## config.mk

```make
export PLATFORM = sky130hd
export DESIGN_NAME = jt03_i2s_tx_flat
export DESIGN_NICKNAME = d
export VERILOG_FILES = /design/src/rtl/jt03_i2s_tx_if.sv /design/src/rtl/jt03_i2s_tx.sv /design/src/flat_wrapper.sv
export SDC_FILE = /design/constraint.sdc
export NUM_CORES = 1
export LEC_CHECK = 0
export CORE_ASPECT_RATIO = 1.75
export CORE_UTILIZATION = 56
export CTS_CLUSTER_SIZE = 14
export DETAILED_ROUTE_END_ITERATION = 10
export PLACE_DENSITY = 0.79
export SLEW_MARGIN = 20
export SYNTH_ARGS = -nofsm -noshare
export SYNTH_HDL_FRONTEND = slang
export SYNTH_SLANG_ARGS = --single-unit
```

## constraint.sdc

```tcl
create_clock -name clk -period 3.05 [get_ports clk]
set_clock_uncertainty 0.2 [all_clocks]
set_input_delay 0.915 -clock clk [delete_from_list [all_inputs] [get_ports clk]]
set_output_delay 0.915 -clock clk [all_outputs]
set_load 0.005 [all_outputs]
```

## src/rtl/jt03_i2s_tx_if.sv

```systemverilog
// Sample-side and serial-side signals of the jt03 I2S transmitter.
// master = sample producer / DAC observer, slave = transmitter.
interface jt03_i2s_tx_if;
    logic signed [15:0] left;
    logic signed [15:0] right;
    logic               sample;
    logic               sclk;
    logic               lrck;
    logic               sdata;
    logic               underrun;
    logic               overrun;

    modport master (
        output left, right, sample,
        input  sclk, lrck, sdata, underrun, overrun
    );

    modport slave (
        input  left, right, sample,
        output sclk, lrck, sdata, underrun, overrun
    );
endinterface

```

## src/rtl/jt03_i2s_tx.sv

```systemverilog
// jt03_i2s_tx: serial audio transmitter with a one-deep sample holding buffer.
// Standard I2S by default; define JT03_I2S_LJ_EN for left-justified framing.
module jt03_i2s_tx #(
    parameter int DIV = 2
) (
    input  logic          clk,
    input  logic          rst,
    input  logic          clk_en,
    jt03_i2s_tx_if.slave  bus
);

`ifdef JT03_I2S_LJ_EN
    localparam logic [4:0] LOAD_SLOT = 5'd0;
`else
    localparam logic [4:0] LOAD_SLOT = 5'd1;
`endif
    localparam int              CW       = (DIV > 1) ? $clog2(DIV) : 1;
    localparam logic [CW-1:0]   DIV_LAST = CW'(DIV - 1);

    logic [CW-1:0] div_q, div_d;
    logic          sclk_q, sclk_d;
    logic [4:0]    slot_q, slot_d;
    logic [31:0]   frame_q, frame_d;
    logic [31:0]   hold_q, hold_d;
    logic          hold_valid_q, hold_valid_d;
    logic          lrck_q, lrck_d;
    logic          sdata_q, sdata_d;
    logic          underrun_q, underrun_d;
    logic          overrun_q, overrun_d;

    logic          div_wrap;
    logic          fall;
    logic          load;
    logic          capture;
    logic [4:0]    slot_nxt;
    logic [4:0]    bit_idx;

    always_comb begin
        div_d        = div_q;
        sclk_d       = sclk_q;
        slot_d       = slot_q;
        frame_d      = frame_q;
        hold_d       = hold_q;
        hold_valid_d = hold_valid_q;
        lrck_d       = lrck_q;
        sdata_d      = sdata_q;
        underrun_d   = 1'b0;
        overrun_d    = 1'b0;
        bit_idx      = 5'd0;

        div_wrap = (div_q == DIV_LAST);
        fall     = clk_en && div_wrap && sclk_q;
        slot_nxt = slot_q + 5'd1;
        load     = fall && (slot_nxt == LOAD_SLOT);
        capture  = clk_en && bus.sample;

        if (clk_en) begin
            div_d = div_wrap ? '0 : div_q + CW'(1);
            if (div_wrap) begin
                sclk_d = ~sclk_q;
            end
        end

        // A capture coinciding with the load bypasses the holding buffer.
        if (load) begin
            if (capture) begin
                frame_d      = {bus.left, bus.right};
                hold_valid_d = 1'b0;
                overrun_d    = hold_valid_q;
            end else if (hold_valid_q) begin
                frame_d      = hold_q;
                hold_valid_d = 1'b0;
            end else begin
                underrun_d   = 1'b1;
            end
        end else if (capture) begin
            hold_d       = {bus.left, bus.right};
            hold_valid_d = 1'b1;
            overrun_d    = hold_valid_q;
        end

        if (fall) begin
            slot_d = slot_nxt;
`ifdef JT03_I2S_LJ_EN
            bit_idx = 5'd31 - slot_nxt;
            lrck_d  = ~slot_nxt[4];
`else
            // Slot 0 wraps to index 0: the previous frame's right[0].
            bit_idx = 5'd0 - slot_nxt;
            lrck_d  = slot_nxt[4];
`endif
            sdata_d = frame_d[bit_idx];
        end
    end

    always_ff @(posedge clk or negedge rst) begin
        if (!rst) begin
            div_q        <= '0;
            sclk_q       <= 1'b0;
            slot_q       <= 5'd0;
            frame_q      <= 32'd0;
            hold_q       <= 32'd0;
            hold_valid_q <= 1'b0;
            lrck_q       <= 1'b0;
            sdata_q      <= 1'b0;
            underrun_q   <= 1'b0;
            overrun_q    <= 1'b0;
        end else begin
            div_q        <= div_d;
            sclk_q       <= sclk_d;
            slot_q       <= slot_d;
            frame_q      <= frame_d;
            hold_q       <= hold_d;
            hold_valid_q <= hold_valid_d;
            lrck_q       <= lrck_d;
            sdata_q      <= sdata_d;
            underrun_q   <= underrun_d;
            overrun_q    <= overrun_d;
        end
    end

    assign bus.sclk     = sclk_q;
    assign bus.lrck     = lrck_q;
    assign bus.sdata    = sdata_q;
    assign bus.underrun = underrun_q;
    assign bus.overrun  = overrun_q;

endmodule
```

## src/flat_wrapper.sv

```systemverilog
// flat-port wrapper written by rule: the top's interface ports become plain ports
module jt03_i2s_tx_flat 
#(
    parameter int DIV = 2
)
  (clk, rst, clk_en, bus_left, bus_right, bus_sample, bus_sclk, bus_lrck, bus_sdata, bus_underrun, bus_overrun);
  jt03_i2s_tx_if bus_i ();
  input  logic clk;
  input  logic rst;
  input  logic clk_en;
  input wire logic [$bits(bus_i.left)-1:0] bus_left;
  input wire logic [$bits(bus_i.right)-1:0] bus_right;
  input wire logic [$bits(bus_i.sample)-1:0] bus_sample;
  output wire logic [$bits(bus_i.sclk)-1:0] bus_sclk;
  output wire logic [$bits(bus_i.lrck)-1:0] bus_lrck;
  output wire logic [$bits(bus_i.sdata)-1:0] bus_sdata;
  output wire logic [$bits(bus_i.underrun)-1:0] bus_underrun;
  output wire logic [$bits(bus_i.overrun)-1:0] bus_overrun;
  assign bus_i.left = bus_left;
  assign bus_i.right = bus_right;
  assign bus_i.sample = bus_sample;
  assign bus_sclk = bus_i.sclk;
  assign bus_lrck = bus_i.lrck;
  assign bus_sdata = bus_i.sdata;
  assign bus_underrun = bus_i.underrun;
  assign bus_overrun = bus_i.overrun;
  jt03_i2s_tx #(.DIV(DIV)) u_core (.clk(clk), .rst(rst), .clk_en(clk_en), .bus(bus_i));
endmodule
```

After elaboration in Yosys (flattened, before gate mapping)
Cells that the tools add are included.

Add/subtract/negate cells: 3. Divide/modulo/power cells: 0. Bitwise operators: 2. $lt $le $gt $ge: 1. Shift operators: 0. Eq/ne operators: 1. Reduce and logical (&&, ||, !) cells: 7. Multipliers: 0. Mux-type cells: 12.

Operators by type and width (count): 32-bit 2-to-1 mux (3); 1-bit 2-to-1 mux (8); 5-bit by 6-bit less-than comparator with 1-bit output, second input constant (1); 5-bit by 1-bit adder with 5-bit output, second input constant (1); 1-bit binary-select mux with 5-bit select (1); 5-bit by 1-bit == test with 1-bit output, second input constant (1); 1-bit by 5-bit subtractor with 5-bit output, first input constant (1); 1-bit logical AND (4); 2-bit AND reduction (2); 1-bit inverter (2); 2-bit nonzero test (1); 1-bit adder, second input constant (1).

Memories kept: 0. RAM bits: 0. Bits of input ports: 36. Memory bits (read-only): 0. Register bits: 76. Output and inout bits: 5. Latch bits: 0.

Logic depth before layout (Yosys ltp)
Gate-level depths: netlist of the first run.

Depth in word-level cells: 6. Mapped depth: 12. Depth with buffers taken out: 10.

Worst setup path after synthesis of the first run
Ideal clock, no wire load.

Path kind: input-to-reg. Start: input port clk_en. End: register u_core.sdata_q (netlist: u_core.bus.sdata). Buffers on the path: 3. Stages: 11. Setup time: 92 ps. Data arrival time: 2710 ps. Required time: 2758 ps. Setup slack: 48 ps. Cell sequence: buf_2 and3_1 buf_6 and3_4 and2_4 buf_6 o2bb2ai_2 mux4_2 mux2i_1 a22oi_1 o31ai_2.

Word-level cells in the longest chain between the ends: 6.

RTL lines: from (decl) (RTL line flat_wrapper.sv:10) `input logic clk_en;`; 1-bit logical AND (2 in a row) (RTL line jt03_i2s_tx.sv:52) `fall = clk_en && div_wrap && sclk_q;`; 1-bit logical AND (RTL line jt03_i2s_tx.sv:54) `load = fall && (slot_nxt == LOAD_SLOT);`; 32-bit 2-to-1 mux (RTL line jt03_i2s_tx.sv:65) `if (load) begin`; 1-bit binary-select mux with 5-bit select (RTL line jt03_i2s_tx.sv:92) `sdata_d = frame_d[bit_idx];`; 1-bit 2-to-1 mux (implied by the code) (RTL line jt03_i2s_tx.sv:92); to (signal assigned) (RTL line jt03_i2s_tx.sv:116) `sdata_q <= sdata_d;`; to (decl) (RTL line jt03_i2s_tx.sv:27) `logic sdata_q, sdata_d;`.

Several ways; a longest one is shown, not always the timed one. The select of a mux whose other input is x is not followed. A chain may end at the register's enable or synchronous reset.

Worst setup path after layout of the first run
Start: register u_core.slot_q[0]. End: register u_core.sdata_q (netlist: u_core.bus.sdata).

Word-level cells in the longest chain between the ends: 6.

RTL lines: from (decl) (RTL line jt03_i2s_tx.sv:22) `logic [4:0] slot_q, slot_d;`; from (signal assigned) (RTL line jt03_i2s_tx.sv:111) `slot_q <= slot_d;`; 5-bit by 1-bit adder with 5-bit output * (RTL line jt03_i2s_tx.sv:53) `slot_nxt = slot_q + 5'd1;`; parallel branches: the longest is 3 deep, another holds 1-bit by 5-bit subtractor with 5-bit output; 1-bit binary-select mux with 5-bit select * (RTL line jt03_i2s_tx.sv:92); 1-bit 2-to-1 mux (implied by the code) * (RTL line jt03_i2s_tx.sv:92).

Mark *: on every way between the ends. The select of a mux whose other input is x is not followed.

==> impl_metrics.ini, run 1 <==
[synthesis]
ys_async_sr_fraction = 1.00
syn_inst = 344
synth_edf_count = 0
synth-simple-area-share = 0.111
synth_fp_nets = 382
avgSynthCellArea_um2 = 11.1
synth_area_um2 = 3820
yosys.area_share.adder = 0.00654
ys.flop_type = dfrtp_1
synth-xor-area-share = 0.0229
synth_warnings = 0
synth_compound_area_frac = 0.186
ys_seq_elements = 75
synth.distinct_cells = 65
synth_top_family_by_area = compound AO/OA/AOI/OAI gates
synthMuxAreaShare = 0.129
seq_area_frac_synth = 0.491

[sta]
setup_viol = 0
worst_slew_pin_slew_ns = 0.466
fmax_mhz = 349
grt_setup_unrepaired = false
holdWs_ns = 0.284
min_period_ns = 2.87
timing.setup.tns_ns = 0
drv_slew = 0
finalHoldViolCount = 0
maxSlewHeadroom = 0.690
finalCritPeriodShare = 0.941

[power_and_ir_drop]
vdd_drop_max_v = 0.000495
cellPowerDensity_nw_per_um2 = 910
leakage_nw = 2.20
power_mw = 4.47

[detailed_routing]
antenna_left = 0
routed_wl_um = 9560
wl_per_cell_um = 18.8
via_count = 3058
drt-pass1-iter-count = 4
drc = 0
drtIter0Drc = 200
viasPerCell = 6.01

[setup_path]
cp.arrival_ns = 2.92
max_stage_delay_ns = 0.46
startpoint_type = flop
worst_r2r_path_depth = 10
crit_required_ns = 3.10
crit_cells = 10
cp_slowest_cell = mux4_2
reg2reg_slack_ns = 0.18
cpLargestDelayFamily = compound AO/OA/AOI/OAI gates
worstPathCellList = ha_1 > xnor2_1 > a41o_2 > nand2_2 > buf_4 > a21oi_1 > mux4_2 > mux2i_1 > a22oi_1 > o31ai_2
crit_type = reg2reg
worstSetupEndpointType = flop
crit_path_max_fanout = 10
cp_num_buf_inv = 1

[run_status]
run_status = complete, no violations

[floorplanning]
die_w_um = 64.5
die_y_um = 111
io_pins = 41
core_um2 = 6540
rows = 39
start_util = 0.585
die_area_um2 = 7180

[layout]
syn_to_final_growth_pct = 28.4
fin_area_um2 = 4910
nNetsFinal = 461
antenna_cells = 0
drive_gt1_frac = 0.286
n_fill_cell = 483

[place]
portBuffers = 40
dpl.hpwl_um = 7040
gp_congestion = 0.913
placed_area_um2 = 4620

[clock_tree]
ctsRootBufferMaster = clkbuf_16
cts_tree = done
clock-sinks = 75
cts_made_buffers = 9
clockBufferDepth = 2
cts.reportedPaths.clkPinSlew_ns = 0.06
clock_latency_ns = 0.34
cts_htree_levels = 3

[global_routing]
grt_overflow = 0
antenna_found_initial = 0
grt_start_max_net_pins = 42
grt_pass1_wl_um = 15400
track_usage = 0.290
grt_pass1_vias = 3236

[hold_path]
hold_depth = 2
hp-class = reg2reg

[job]
cap_viol_max_count = 0
## routing by layer
layer,wire length (um),vias to the layer above,track usage
met1,3590,1519,0.316
met4,374,0,0.175
met5,0,-,0
met2,5280,88,0.516
li1,-,1423,-
met3,312,28,0.0430
## synth_stat cells, types with 3 or more instances
| cell type | count | share of area |
|---|---|---|
| buf_2 | 15 | 0.020 |
| o22ai_1 | 3 | 0.0049 |
| inv_1 | 11 | 0.011 |
| or3_1 | 3 | 0.0049 |
| mux2_2 | 32 | 0.094 |
| mux2i_1 | 11 | 0.029 |
| and3_1 | 7 | 0.011 |
| a211oi_1 | 4 | 0.0079 |
| nand2_1 | 30 | 0.029 |
| a22oi_1 | 12 | 0.024 |
| clkbuf_1 | 6 | 0.0059 |
| o211ai_1 | 5 | 0.0098 |
| nand3_1 | 5 | 0.0065 |
| o2bb2ai_1 | 5 | 0.011 |
| xnor2_1 | 9 | 0.021 |
| a21oi_1 | 10 | 0.013 |
| nor2_1 | 13 | 0.013 |
| a2bb2oi_1 | 3 | 0.0069 |
| dfrtp_1 | 75 | 0.49 |
| buf_6 | 5 | 0.015 |
| nor3_1 | 5 | 0.0065 |
| o21ai_0 | 19 | 0.025 |
| a31oi_1 | 4 | 0.0065 |
## cells in the final DEF (no fill, tap or decap), types with 9 or more instances in the layout
cell type	instances
a21oi_1	9
a22oi_1	11
buf_4	51
clkbuf_16	9
clkdlybuf4s50_1	37
dfrtp_1	75
inv_1	11
mux2_2	32
mux2i_1	11
nand2_1	29
nor2_1	13
o21ai_0	18
## path summary, 6_finish.rpt
| path | start | to |
|---|---|---|
| max | u_core.slot_q[0] | u_core.bus.sdata |
| min | u_core.frame_q[7] | u_core.frame_q[7] |
| max reg2reg | u_core.slot_q[0] | u_core.bus.sdata |
| min reg2reg | u_core.frame_q[7] | u_core.frame_q[7] |
| max in group asynchronous | rst | u_core.hold_q[31] |
| min in group asynchronous | rst | u_core.bus.underrun |
## layout make-up
class | count | area, um^2 | share of cell area
inverter | 12 | 45.0 | 0.00917
sequential | 75 | 1880 | 0.382
multi-input combinational | 230 | 1760 | 0.359
clock buffer | 12 | 246 | 0.0502
timing repair buffer | 95 | 863 | 0.176
clock inverter | 3 | 15.0 | 0.00306
tap | 82 | 103 | 0.0209
## flip-flops by register name (all words and copies together) (netlist names)
register	count
u_core.bus.sdata	1
u_core.div_q	1
u_core.bus.overrun	1
u_core.bus.underrun	1
u_core.hold_valid_q	1
u_core.slot_q	5
u_core.frame_q	32
u_core.bus.sclk	1
u_core.hold_q	32
## what timing repair did
action	CTS	global route
hold buffers	0	0
pin swaps	0	2
setup buffers	0	2
setup endpoints to repair	33	1
resized for setup	6	6
## through the flow
step / cells / utilization / setup WS (ns)
global placement: 492 / 0.707 / -0.491
detailed placement: 492 / 0.707 / -0.556
floorplan: 344 / - / 0.0479
CTS: 507 / 0.749 / 0.0223
finish: 509 / 0.751 / 0.181
global route: 509 / 0.751 / 0.0206
## worst register-to-register path, cell delays in order, from the launching register on
cell,delay (ns)
dfrtp_1,0.38
ha_1,0.29
xnor2_1,0.19
a41o_2,0.36
nand2_2,0.17
buf_4,0.19
a21oi_1,0.10
mux4_2,0.46
mux2i_1,0.14
a22oi_1,0.11
o31ai_2,0.19
## kinds of logic after synthesis
| logic type | count (synthesis) |
|---|---|
| mux | 44 |
| flops | 75 |
| compound gates | 94 |
| xor+xnor | 10 |
| fa+ha+maj | 2 |
| buf+inv | 39 |
| simple gates | 80 |
## power breakdown
group / internal [mW] / switching [mW] / total (mW)
sequential: 1.32 / 0.201 / 1.52
combinational: 0.949 / 1.05 / 1.99
clock: 0.564 / 0.392 / 0.955
(Power assumes the default switching activity.)
==> run 2, diff against run 1 <==
- CAP_MARGIN: default -> 20
- CORE_UTILIZATION: 56 -> 60
- PLACE_DENSITY: 0.79 -> 0.84
- clock period: 3.05 -> 3.54 ns (I/O delays scaled with it)
==> impl_metrics.ini, run 2 (same netlist as run 1, synthesis figures left out) <==
[global_routing]
grt_pass1_vias = 3240
grt_pass1_wl_um = 15800
track_usage = 0.317
grt_start_max_net_pins = 76
grt_overflow = 0
antenna_found_initial = 0

[floorplanning]
start_util = 0.619
io_pins = 41
die_y_um = 108
rows = 38
die_w_um = 62.4
die_area_um2 = 6710
core_um2 = 6180

[sta]
layout_setup_ws_ns = 0.203
min_period_ns = 3.34
finalCritPeriodShare = 0.943
setup_viol = 0
drv_slew = 0
finalHoldViolCount = 0
maxSlewHeadroom = 0.375
fmax_mhz = 300
worst_slew_pin_slew_ns = 0.937
grt_setup_unrepaired = false

[clock_tree]
cts_htree_levels = 3
clockBufferDepth = 2
post_cts_buffers = 0
cts_hold_buf = 0
clock_latency_ns = 0.36
clock-sinks = 75
cts.reportedPaths.clkPinSlew_ns = 0.08
cts_made_buffers = 9
ctsRootBufferMaster = clkbuf_8
cts_resized = 0
cts_tree = done

[setup_path]
cpLargestDelayFamily = buffers and inverters
worstSetupEndpointType = flop
cp_num_buf_inv = 2
startpoint_type = primary input
worst_r2r_path_depth = 10
worstPathCellList = clkdlybuf4s50_1 > a21oi_2 > and4b_1 > nand2_2 > buf_4 > a21oi_1 > mux4_2 > mux2i_1 > a22oi_1 > o31ai_2
crit_required_ns = 3.61
crit_type = in2reg
max_stage_delay_ns = 0.49
crit_cells = 10
crit_path_max_fanout = 10
cp_slowest_cell = clkdlybuf4s50_1
cp.arrival_ns = 3.41

[hold_path]
hp-class = reg2reg
hold_depth = 2

[layout]
fin_area_um2 = 4740
syn_to_final_growth_pct = 23.8
n_fill_cell = 411
most-common-layout-cells = 75 x dfrtp_1, 43 x buf_4, 38 x clkdlybuf4s50_1
antenna_cells = 0
reg_top3 = u_core.frame_q x32, u_core.hold_q x32, u_core.slot_q x5
nNetsFinal = 451
mostFrequentLayoutCell = dfrtp_1
drive_gt1_frac = 0.258

[place]
dp_slack_ns = -0.304
dpl.hpwl_um = 7160
gp_congestion = 0.963
portBuffers = 40
placed_area_um2 = 4540

[detailed_routing]
drt-pass1-iter-count = 5
drtIter0Drc = 192
wl_per_cell_um = 19.7
via_count = 3100
routed_wl_um = 9790
antenna_left = 0
drc = 0
viasPerCell = 6.22

[power_and_ir_drop]
cellPowerDensity_nw_per_um2 = 767
vdd_drop_max_v = 0.000507
leakage_nw = 2.11

[job]
cap_viol_max_count = 0

[run_status]
run_status = complete, no violations
[run 2: cell count changes in the layout (fill, tap and decap cells not counted), moves of 2 or more]
cell       delta
clkinv_2      -2
clkbuf_8     +12
buf_12        -2
clkbuf_16     -9
buf_4         -8
clkbuf_2      -2
[run 2: path summary, 6_finish.rpt]
kind,startpoint,endpoint,slack [ns]
max,bus_sample,u_core.bus.sdata,0.20
min,u_core.frame_q[7],u_core.frame_q[7],0.28
max in group asynchronous,rst,u_core.hold_q[15],1.88
min in group asynchronous,rst,u_core.bus.sclk,0.63
max reg2reg,u_core.slot_q[1],u_core.bus.sdata,0.36
min reg2reg,u_core.frame_q[7],u_core.frame_q[7],0.28
[run 2: cell type report]
cell class | instances | area, um^2 | area share
Multi-Input combinational cell | 230 | 1750 | 0.369
Timing Repair Buffer | 85 | 776 | 0.164
Tap cell | 80 | 100 | 0.0211
Sequential cell | 75 | 1880 | 0.396
Clock buffer | 15 | 186 | 0.0394
Clock inverter | 1 | 5.00 | 0.00106
Inverter | 12 | 45.0 | 0.00951
[run 2: worst reg2reg max path, stage by stage, from the launching register on]
cell and delay (ns):
dfrtp_1 0.49, ha_1 0.34, xnor2_1 0.41, and4b_1 0.34, nand2_2 0.15, buf_4 0.20
o2bb2ai_1 0.14, o32a_1 0.36, o211a_1 0.14, a22oi_1 0.20, o31ai_2 0.08
[run 2: stage by stage]
stage               TNS [ns]  total power [mW]  hold WS, ns  cells  utilization
CTS                        0              3.61        0.285    498        0.765
global placement      -0.483              2.91        0.251    482        0.734
floorplan                  0              2.35        0.237    344            -
detailed placement     -1.91              2.97        0.267    482        0.734
finish                     0              3.63        0.281    498        0.766
global route               0              3.80        0.291    498        0.766
[run 2: power by group]
part           internal (mW)  switching [mW]  total (mW)
combinational          0.771           0.888        1.66
sequential              1.13           0.204        1.34
clock                  0.331           0.305       0.636
[run 2: per-layer routing]
layer,wire (um),up-vias,track usage
met3,363,38,0.0572
met1,3700,1558,0.343
met4,483,0,0.194
met5,0,-,0
li1,-,1399,-
met2,5240,105,0.570
